**src/rtl/mc_control.sv**
```systemverilog
// Multi-cycle MIPS control unit: Moore FSM driving the datapath selects, with a
// bounded wait on unified memory and a sticky fault code latched on entry to HALT.
module mc_control #(
  parameter int TIMEOUT = 16
) (
  input  logic       clock,
  input  logic       reset,
  input  logic [5:0] opcode,
  input  logic [5:0] funct,
  input  logic       zero,
  input  logic       mem_ready,
  output logic       PCWrite,
  output logic       PCWriteCond,
  output logic       PCWriteCondNe,
  output logic       IorD,
  output logic       MemRead,
  output logic       MemWrite,
  output logic       IRWrite,
  output logic       MemtoReg,
  output logic       RegWrite,
  output logic       ALUSrcA,
  output logic       instr_done,
  output logic [1:0] RegDst,
  output logic [1:0] ALUSrcB,
  output logic [1:0] PCSource,
  output logic [1:0] fault,
  output logic [2:0] ALUOp,
  output logic [3:0] state
);

  localparam int CW = $clog2(TIMEOUT + 1);

  typedef enum logic [3:0] {
    RESET_WAIT = 4'd0,  FETCH  = 4'd1,  DECODE = 4'd2,  MEMADR = 4'd3,
    MEMRD      = 4'd4,  MEMWB  = 4'd5,  MEMWR  = 4'd6,  EXEC_R = 4'd7,
    RWB        = 4'd8,  BRANCH = 4'd9,  JUMP   = 4'd10, JAL    = 4'd11,
    JR         = 4'd12, EXEC_I = 4'd13, IWB    = 4'd14, HALT   = 4'd15
  } state_t;

  state_t        state_q, state_d;
  logic [1:0]    fault_q, fault_d;
  logic [CW-1:0] wait_cnt;
  logic          waiting;

  // The branch condition is resolved in the datapath, not here.
  logic unused_zero;
  assign unused_zero = zero;

  assign state = state_q;
  assign fault = fault_q;

  always_ff @(posedge clock or posedge reset) begin
    if (reset) begin
      state_q  <= RESET_WAIT;
      fault_q  <= 2'd0;
      wait_cnt <= '0;
    end else begin
      state_q <= state_d;
      fault_q <= fault_d;
      if (state_d != state_q)
        wait_cnt <= '0;
      else if (waiting && !mem_ready)
        wait_cnt <= wait_cnt + 1'b1;
    end
  end

  always_comb begin
    state_d       = state_q;
    fault_d       = fault_q;
    waiting       = 1'b0;
    PCWrite       = 1'b0;
    PCWriteCond   = 1'b0;
    PCWriteCondNe = 1'b0;
    IorD          = 1'b0;
    MemRead       = 1'b0;
    MemWrite      = 1'b0;
    IRWrite       = 1'b0;
    MemtoReg      = 1'b0;
    RegWrite      = 1'b0;
    ALUSrcA       = 1'b0;
    instr_done    = 1'b0;
    RegDst        = 2'd0;
    ALUSrcB       = 2'd0;
    PCSource      = 2'd0;
    ALUOp         = 3'b000;
    case (state_q)
      RESET_WAIT: state_d = FETCH;
      FETCH: begin
        waiting = 1'b1;
        MemRead = 1'b1;
        ALUSrcB = 2'd1;
        IRWrite = mem_ready;
        PCWrite = mem_ready;
        if (mem_ready) state_d = DECODE;
      end
      DECODE: begin
        ALUSrcB = 2'd3;
        case (opcode)
          6'b100011, 6'b101011: state_d = MEMADR;
          6'b000000:            state_d = (funct == 6'b001000) ? JR : EXEC_R;
          6'b000100, 6'b000101: state_d = BRANCH;
          6'b000010:            state_d = JUMP;
          6'b000011:            state_d = JAL;
          6'b001000, 6'b001100, 6'b001101,
          6'b001110, 6'b001010, 6'b001111: state_d = EXEC_I;
          default: begin
            state_d = HALT;
            fault_d = 2'd1;
          end
        endcase
      end
      MEMADR: begin
        ALUSrcA = 1'b1;
        ALUSrcB = 2'd2;
        state_d = (opcode == 6'b100011) ? MEMRD : MEMWR;
      end
      MEMRD: begin
        waiting = 1'b1;
        MemRead = 1'b1;
        IorD    = 1'b1;
        if (mem_ready) state_d = MEMWB;
      end
      MEMWB: begin
        MemtoReg   = 1'b1;
        RegWrite   = 1'b1;
        instr_done = 1'b1;
        state_d    = FETCH;
      end
      MEMWR: begin
        waiting    = 1'b1;
        MemWrite   = 1'b1;
        IorD       = 1'b1;
        instr_done = mem_ready;
        if (mem_ready) state_d = FETCH;
      end
      EXEC_R: begin
        ALUSrcA = 1'b1;
        ALUOp   = 3'b010;
        state_d = RWB;
      end
      RWB: begin
        RegDst     = 2'd1;
        RegWrite   = 1'b1;
        instr_done = 1'b1;
        state_d    = FETCH;
      end
      BRANCH: begin
        ALUSrcA       = 1'b1;
        ALUOp         = 3'b001;
        PCSource      = 2'd1;
        PCWriteCond   = (opcode == 6'b000100);
        PCWriteCondNe = (opcode == 6'b000101);
        instr_done    = 1'b1;
        state_d       = FETCH;
      end
      JUMP: begin
        PCWrite    = 1'b1;
        PCSource   = 2'd2;
        instr_done = 1'b1;
        state_d    = FETCH;
      end
      JAL: begin
        PCWrite    = 1'b1;
        PCSource   = 2'd2;
        RegDst     = 2'd2;
        RegWrite   = 1'b1;
        instr_done = 1'b1;
        state_d    = FETCH;
      end
      JR: begin
        PCWrite    = 1'b1;
        PCSource   = 2'd3;
        instr_done = 1'b1;
        state_d    = FETCH;
      end
      EXEC_I: begin
        ALUSrcA = 1'b1;
        ALUSrcB = 2'd2;
        case (opcode)
          6'b001100: ALUOp = 3'b011;
          6'b001101: ALUOp = 3'b100;
          6'b001110: ALUOp = 3'b101;
          6'b001010: ALUOp = 3'b110;
          6'b001111: ALUOp = 3'b111;
          default:   ALUOp = 3'b000;
        endcase
        state_d = IWB;
      end
      IWB: begin
        RegWrite   = 1'b1;
        instr_done = 1'b1;
        state_d    = FETCH;
      end
      HALT: state_d = HALT;
      default: state_d = HALT;
    endcase
    // A stalled access past the budget overrides whatever the state chose.
    if (waiting && !mem_ready && wait_cnt == CW'(TIMEOUT - 1)) begin
      state_d = HALT;
      fault_d = 2'd2;
    end
  end

endmodule

```
**config.mk**
```make
export PLATFORM = sky130hd
export DESIGN_NAME = mc_control
export DESIGN_NICKNAME = d
export VERILOG_FILES = /design/src/rtl/mc_control.sv
export SDC_FILE = /design/constraint.sdc
export NUM_CORES = 1
export LEC_CHECK = 0
export BUFFER_PORTS_ARGS = -buffer_cell sky130_fd_sc_hd__clkbuf_2
export CAP_MARGIN = 10
export CORE_ASPECT_RATIO = 0.9
export CORE_MARGIN = 5
export CORE_UTILIZATION = 51
export CTS_BUF_LIST = sky130_fd_sc_hd__clkbuf_16
export CTS_CLUSTER_SIZE = 14
export DETAILED_ROUTE_END_ITERATION = 7
export GPL_TIMING_DRIVEN = 0
export PLACE_DENSITY = 0.8
export SLEW_MARGIN = 20
export SYNTH_ARGS = -nofsm -noshare
export SYNTH_HDL_FRONTEND = slang
export SYNTH_SLANG_ARGS = --single-unit
```
**constraint.sdc**
```tcl
create_clock -name clock -period 2.95 [get_ports clock]
set_input_delay 0.59 -clock clock [delete_from_list [all_inputs] [get_ports clock]]
set_output_delay 0.59 -clock clock [all_outputs]
set_load 0.02 [all_outputs]
```
# Word-level counts from Yosys, hierarchy flattened
# Cells that the tools add are included.
# W data, S select, Z words.
[totals]
ff_bits = 11
latchBits = 0
mem_bits_rw = 0
mem_bits_ro = 0
inputBits = 16
word_cells = 87
mem_count = 0
[classes]
add_sub_neg = 1
multipliers = 0
div_mod_pow = 0
order_cmp = 0
n_eq_ne = 31
n_shift = 0
n_mux = 30
bitwise_logic = 0
n_reduce_logical = 22
[op_table]
columns = ["operator", "n"]
rows = [
  ["$eq A6 B4 Y1 const B", 7],
  ["$pmux W4 S9", 1],
  ["$eq A4 B4 Y1 const B", 8],
  ["$pmux W4 S6", 1],
  ["$mux W4", 5],
  ["$eq A4 B3 Y1 const B", 4],
  ["$pmux W3 S5", 1],
  ["$reduce_or A13 Y1", 1],
  ["$eq A6 B2 Y1 const B", 2],
  ["$eq A6 B3 Y1 const B", 2],
  ["$eq A6 B6 Y1 const B", 2],
  ["$pmux W2 S3", 2],
  ["$reduce_or A2 Y1", 6],
  ["$mux W1", 10],
  ["$mux W5", 2],
  ["$pmux W3 S3", 1],
  ["$eq A4 B2 Y1 const B", 2],
  ["$mux W2", 4],
  ["$reduce_or A4 Y1", 2],
  ["$reduce_or A8 Y1", 1],
  ["$reduce_or A7 Y1", 1],
  ["$logic_not A6 Y1", 1],
  ["$reduce_or A3 Y1", 2],
  ["$reduce_or A6 Y1", 1],
  ["other kinds (12)", 15],
]

# Longest topological paths before layout
# Gate-level depths: netlist of run 1.
[logic_depth]
depth_word = 8
ltp_mapped = 8
ltp_nobuf = 8

# Worst setup path before layout of run 1
# OpenSTA, ideal clock, no wires.
[synth_path]
kind = "in2out"
start = "input opcode[4]"
end = "output ALUOp[2]"
arrival_ps = 1752
required_time_ps = 2360
path_slack_ps = 608
path_stages = 4
path_buffers = 1
cell_sequence = "clkbuf_1 > nor2_1 > nand3_1 > nor4_1"
[synth_via]
elab_chain_len = 3
word_cells_on_any_way = 7
classes_between = "eq/ne (5); mux (2)"
[synth_lines]
columns = ["element", "line", "source"]
rows = [
  ["start, declared", "8", "input logic [5:0] opcode,"],
  ["$eq A6 B4 Y1", "179", "case (opcode)"],
  ["$pmux W3 S5 (*)", "179", ""],
  ["$pmux W3 S3 (*)", "86", "case (state_q)"],
  ["end, declared", "27", "output logic [2:0] ALUOp,"],
]
# Mark *: on every way between the ends. The rest lies on a longest branch, timed or not.

# Worst setup path after layout of run 1
[layout_path]
start = "input opcode[2]"
end = "output PCWriteCondNe"
[layout_via]
elab_chain_len = 2
[layout_lines]
columns = ["element", "line", "source"]
rows = [
  ["$eq A6 B3 Y1", "152", "PCWriteCondNe = (opcode == 6'b000101);"],
  ["$mux W1", "86", ""],
  ["end, declared", "14", "output logic PCWriteCondNe,"],
]
# No other way between the ends.

==> metrics.csv, run 1 <==
stage,metric,value,unit
critical_path,CP startpoint,opcode[2],
synthesis,Synth area leaders,"dfrtp_1 22%, nand2b_1 5.4%, nor2_1 5.0%, nand2_1 4.1%, a21oi_1 3.5%",
floorplanning,Die Ht,57.5,um
synthesis,post-synthesis cell type count,53,
layout,layout cells sized above 1,0.248,
synthesis,mean post-synth cell area,7.34,um2
grt,met1 usage in global routing,0.259,
floorplanning,I/O pin total,42,
critical_path,cell family with the largest share of critical-path delay,simple AND/OR/NAND/NOR gates,
synthesis,most frequent cell after synthesis,nor2_1,
synthesis,prevailing post-synth register cell,dfrtp_1,
critical_path,CP peak stage delay,0.50,ns
place,dpl hpwl,2890,um
critical_path,critical path required time,2.36,ns
critical_path,Crit-path slowest cell,or4b_1,
detailed_routing,Pre-Repair DR Iteration Count,4,
grt,GRT Overall Usage,0.206,
floorplanning,DIE AREA,3610,um2
cts,CTS Sinks,11,
cts,clock transition at the registers of the reported paths,0.04,ns
floorplanning,site row count,17,
critical_path,CP Cell Sequence,clkbuf_2 -> clkbuf_1 -> or4b_1 -> nor4_1 -> and2_1 -> clkbuf_2,
detailed_routing,# DRC,0,
synthesis,Post-synth top cells,"17 x nor2_1, 14 x nand2_1, 11 x clkbuf_1, 11 x dfrtp_1, 11 x nand2b_1",
sta,Min Hold Slack,0.316,ns
critical_path,crit end category,output pin,
run_status,outcome,"complete, no violations",
power_and_ir_drop,power per cell area,889,nW/um2
sta,Least-Margin Pin Slew,0.481,ns
synthesis,synth warn,0,
critical_path,CP max FO,10,
grt,total gr overflow,0,
synthesis,register bit total from synthesis,11,
sta,Slew HR,0.679,
cts,post-CTS setup buffer count,0,
critical_path,Worst path most repeated cell,clkbuf_2,
synthesis,"Net Count, Synth",192,
detailed_routing,final antenna-violating net count,0,
layout,Layout Cells excl Fill,242,
floorplanning,die width,62.8,um
cts,Root Buffer,clkbuf_16,
layout,Fillers,206,
job,Max-cap violations,0,
layout,Final Core Density,0.648,
cts,hold-fix buffers at CTS,0,
cts,clock buffer depth,2,
detailed_routing,Initial DRC Count,115,
critical_path,critical path class,in -> out,
detailed_routing,Vias,1500,
grt,met3 Usage GRT,0.0591,
grt,vias in the first global route,1377,
detailed_routing,Vias/cell,6.20,
critical_path,CP Launch Type,primary input,
place,placed cells,238,
worst_hold_path,HP Class,in -> async,
synthesis,sequential area share after synthesis,0.215,
synthesis,Post-synth EDFFs,0,
grt,largest net degree at the start of global routing,12,
detailed_routing,WL/cell,15.5,um
cts,H-tree Lvls,1,
sta,setup TNS,0,ns
detailed_routing,Routed WL,3740,um
grt,initial antenna violation count,0,
grt,wire length of the first global-routing pass,6270,um
layout,Layout area overhead,23.0,%
cts,CTS tree,yes,
synthesis,cell count after synthesis,174,
synthesis,Synth Cell Area,1280,um2
sta,fin. max-slew vios,0,
sta,final setup fails,0,
cts,clk_lat worst skew,0.24,ns
critical_path,Critical R2R Launch,wait_cnt[0],
floorplanning,core area,2420,um2
critical_path,CP Data Arrival Time,2.10,ns
layout,ant diodes,0,
power_and_ir_drop,VDD IR-drop max,0.000589,V
sta,final worst-path cycle share,0.912,
critical_path,CP Buf/Inv Count,3,
grt,met2 usage,0.340,
place,RePlAce Congestion,0.885,
synthesis,async set or reset register ratio after synthesis,1.00,
power_and_ir_drop,Leakage Power,0.690,nW
sta,worst clock skew,0.00274,ns
sta,Achievable Freq,372,MHz
sta,Final min period,2.69,ns
power_and_ir_drop,Final Total Pwr,1.40,mW
place,I/O Buffers,36,
sta,unrepaired setup endpoints after global routing,no,
layout,nets,233,
cts,post-cts resize count,0,
grt,busiest grt layer,met2,
synthesis,Yosys top cell area share,0.215,
synthesis,cell taking the most area after synthesis,dfrtp_1,
sta,Final Hold Viols,0,
floorplanning,Initial Util,0.527,
critical_path,R2R Setup Slk,0.73,ns
cts,CTS buffer count,3,
## layout by cell type (no fill, tap or decap), types with 4 or more instances in the layout
master / n
a21oi_1: 9
and3_1: 4
clkbuf_1: 11
clkbuf_2: 36
dfrtp_1: 11
inv_1: 7
nand2_1: 14
nand2b_1: 11
nand3_1: 5
nor2_1: 17
nor2b_1: 5
nor3_1: 7
o21a_1: 5
o21ai_0: 7
## cell families after synthesis
family / Yosys count / share of synthesized area
AND/OR/NAND/NOR: 86 / 0.377
AO/OA/AOI/OAI: 48 / 0.280
buffers and inverters: 21 / 0.0637
flip-flops: 11 / 0.215
XOR/XNOR: 3 / 0.0206
multiplexers: 3 / 0.0235
adder cells (fa/ha/maj): 2 / 0.0196
## path summary, 6_finish.rpt
path                                  to  depth (start not counted)
max reg2reg                  wait_cnt[2]                          8
max                        PCWriteCondNe                          6
min                             state[1]                          2
min reg2reg                     fault[0]                          1
max in group asynchronous    wait_cnt[4]                          2
min in group clock              fault[0]                          1
## cell type report
| class | instances | area (um2) | share of cell area |
|---|---|---|---|
| Clock inverter | 1 | 3.75 | 0.00239 |
| Buffer | 14 | 55.1 | 0.0350 |
| Sequential cell | 11 | 275 | 0.175 |
| Timing Repair Buffer | 36 | 180 | 0.115 |
| Inverter | 7 | 26.3 | 0.0167 |
| Clock buffer | 3 | 75.1 | 0.0478 |
| Tap cell | 28 | 35.0 | 0.0223 |
| Multi-Input combinational cell | 142 | 921 | 0.586 |
## metal layers
| layer | up-vias | routed length (um) |
|---|---|---|
| met5 | - | 0 |
| met1 | 699 | 1530 |
| met2 | 74 | 1840 |
| met3 | 7 | 333 |
| li1 | 720 | - |
| met4 | 0 | 40 |
## sequential cells by signal, indices dropped and copies added (netlist names)
name,flops
fault,2
state,4
wait_cnt,5
## power breakdown
group	leakage, nW	switching, mW	internal, mW
Sequential	0.142	0.0409	0.188
Clock	0.0423	0.0667	0.178
Combinational	0.505	0.607	0.316
Total	0.690	0.715	0.682
## stage by stage
step	worst slack [ns]	area [um2]
6_report	0.258	1570
3_3_place_gp	0.343	1490
3_5_place_dp	0.293	1490
5_1_grt	0.124	1570
2_1_floorplan	0.608	1280
4_1_cts	0.292	1570
Note: power is estimated with default switching activity, not from simulation.
==> run 2: changes to the inputs <==
==> constraint.sdc (replaced) <==
create_clock -name clock -period 2.95 [get_ports clock]
set_input_delay 0.7375 -clock clock [delete_from_list [all_inputs] [get_ports clock]]
set_output_delay 0.7375 -clock clock [all_outputs]
set_load 0.02 [all_outputs]
==> run 2 against run 1 <==
Net effect: sequential share of layout area about the same; fmax decreased by 4.3%; clock power about the same; sequential power about the same; first-iteration DRC count decreased by 32%; critical path depth unchanged; cell area increased by 0.16%; critical endpoint unchanged; largest power group unchanged.
==> metrics.csv, run 2 (same netlist as run 1, synthesis figures left out) <==
stage,metric,value,unit
detailed_routing,Routed WL,3690,um
grt,largest net degree at the start of global routing,13,
layout,layout cells sized above 1,0.254,
cts,CTS tree,yes,
layout,"Most flops, register",wait_cnt,
cts,post-CTS setup buffer count,0,
critical_path,CP Buf/Inv Count,3,
floorplanning,Die Ht,57.5,um
layout,final instance area,1570,um2
worst_hold_path,HP Class,in -> async,
critical_path,CP Launch Type,primary input,
cts,CTS Sinks,11,
floorplanning,DIE AREA,3610,um2
grt,wire length of the first global-routing pass,6240,um
layout,Layout area overhead,23.2,%
power_and_ir_drop,Leakage Power,0.688,nW
cts,clk_lat worst skew,0.24,ns
cts,clock buffer depth,2,
layout,Fillers,204,
cts,CTS buffer count,3,
critical_path,CP peak stage delay,0.56,ns
layout,most frequent cells in the layout,"36 x clkbuf_2, 17 x nor2_1, 14 x nand2_1",
power_and_ir_drop,VDD IR-drop max,0.000589,V
detailed_routing,Pre-Repair DR Iteration Count,4,
floorplanning,site row count,17,
sta,unrepaired setup endpoints after global routing,no,
floorplanning,Initial Util,0.527,
sta,worst clock skew,0.00260,ns
run_status,outcome,"complete, no violations",
layout,"most common cell after layout, fill and taps aside",clkbuf_2,
critical_path,CP Cell Sequence,clkbuf_2 -> buf_2 -> or4b_1 -> nor4_2 -> and2_1 -> clkbuf_2,
cts,clock transition at the registers of the reported paths,0.04,ns
power_and_ir_drop,power per cell area,887,nW/um2
detailed_routing,final antenna-violating net count,0,
critical_path,CP Data Arrival Time,2.07,ns
critical_path,cell family with the largest share of critical-path delay,simple AND/OR/NAND/NOR gates,
critical_path,Worst path most repeated cell,clkbuf_2,
sta,fin. max-slew vios,0,
grt,total gr overflow,0,
floorplanning,I/O pin total,42,
detailed_routing,WL/cell,15.3,um
place,I/O Buffers,36,
floorplanning,die width,62.8,um
sta,final worst-path cycle share,0.953,
detailed_routing,Initial DRC Count,78,
sta,final setup fails,0,
critical_path,critical path required time,2.21,ns
critical_path,Crit-path slowest cell,or4b_1,
sta,Final min period,2.81,ns
layout,ant diodes,0,
cts,H-tree Lvls,1,
sta,Final Hold Viols,0,
place,"Cell Area, Placed",1490,um2
layout,max reg flops,5,
detailed_routing,# DRC,0,
sta,Slew HR,0.678,
critical_path,critical path class,in -> out,
grt,initial antenna violation count,0,
sta,Achievable Freq,356,MHz
floorplanning,core area,2420,um2
detailed_routing,Vias,1495,
layout,Final Core Density,0.649,
sta,Least-Margin Pin Slew,0.484,ns
grt,GRT Overall Usage,0.205,
critical_path,crit end category,output pin,
layout,nets,232,
job,Max-cap violations,0,
detailed_routing,Vias/cell,6.20,
grt,vias in the first global route,1372,
place,dpl hpwl,2890,um
critical_path,CP max FO,10,
place,RePlAce Congestion,0.885,
cts,Root Buffer,clkbuf_16,
==> run 2: what timing repair did <==
| action | CTS | global route |
|---|---|---|
| setup endpoints to repair | 1 | 2 |
| resized for setup | 0 | 1 |
| endpoints found under the hold margin | 0 | 0 |
| hold buffers | 0 | 0 |
==> run 2: worst paths after layout <==
path / start / end / slack (ns) / cells after the start
setup / recovery: opcode[1] / PCWriteCondNe / 0.14 / 6
hold / removal: reset / state[1] / 0.46 / 2
setup reg to reg: wait_cnt[0] / wait_cnt[2] / 0.73 / 8
hold reg to reg: fault[0] / fault[0] / 0.52 / 1
max in group asynchronous: reset / wait_cnt[4] / 2.20 / 2
min in group clock: fault[0] / fault[0] / 0.52 / 1
==> run 2: area by class of cell <==
type	count	area (um2)	share of cell area
clock buffer	3	75.1	0.0477
tap	28	35.0	0.0223
buffer	13	51.3	0.0326
multi-input combinational	142	927	0.589
timing repair buffer	36	180	0.114
inverter	7	26.3	0.0167
sequential	11	275	0.175
clock inverter	1	3.75	0.00238
==> run 2: routing by layer <==
layer / vias to the layer above / routed length, um / global-route usage / share of wire
met2: 67 / 1810 / 0.340 / 0.49
met4: 0 / 48 / 0.0667 / 0.013
li1: 719 / - / - / -
met5: - / 0 / 0 / 0
met3: 9 / 341 / 0.0591 / 0.092
met1: 700 / 1490 / 0.256 / 0.40
==> run 2: stage by stage <==
step                power, mW  setup WS, ns  TNS (ns)  std cells  hold WS, ns
floorplan               0.896         0.313         0        174        0.535
global placement         1.12        0.0485         0        238        0.475
detailed placement       1.14      -0.00162  -0.00162        238        0.510
CTS                      1.39        0.0841         0        241        0.472
global route             1.50        0.0277         0        241        0.509
finish                   1.40         0.138         0        241        0.464
==> run 2: where the power goes <==
group	total [mW]	internal (mW)	switching (mW)
Sequential	0.229	0.188	0.0408
Combinational	0.923	0.316	0.607
Clock	0.244	0.178	0.0666
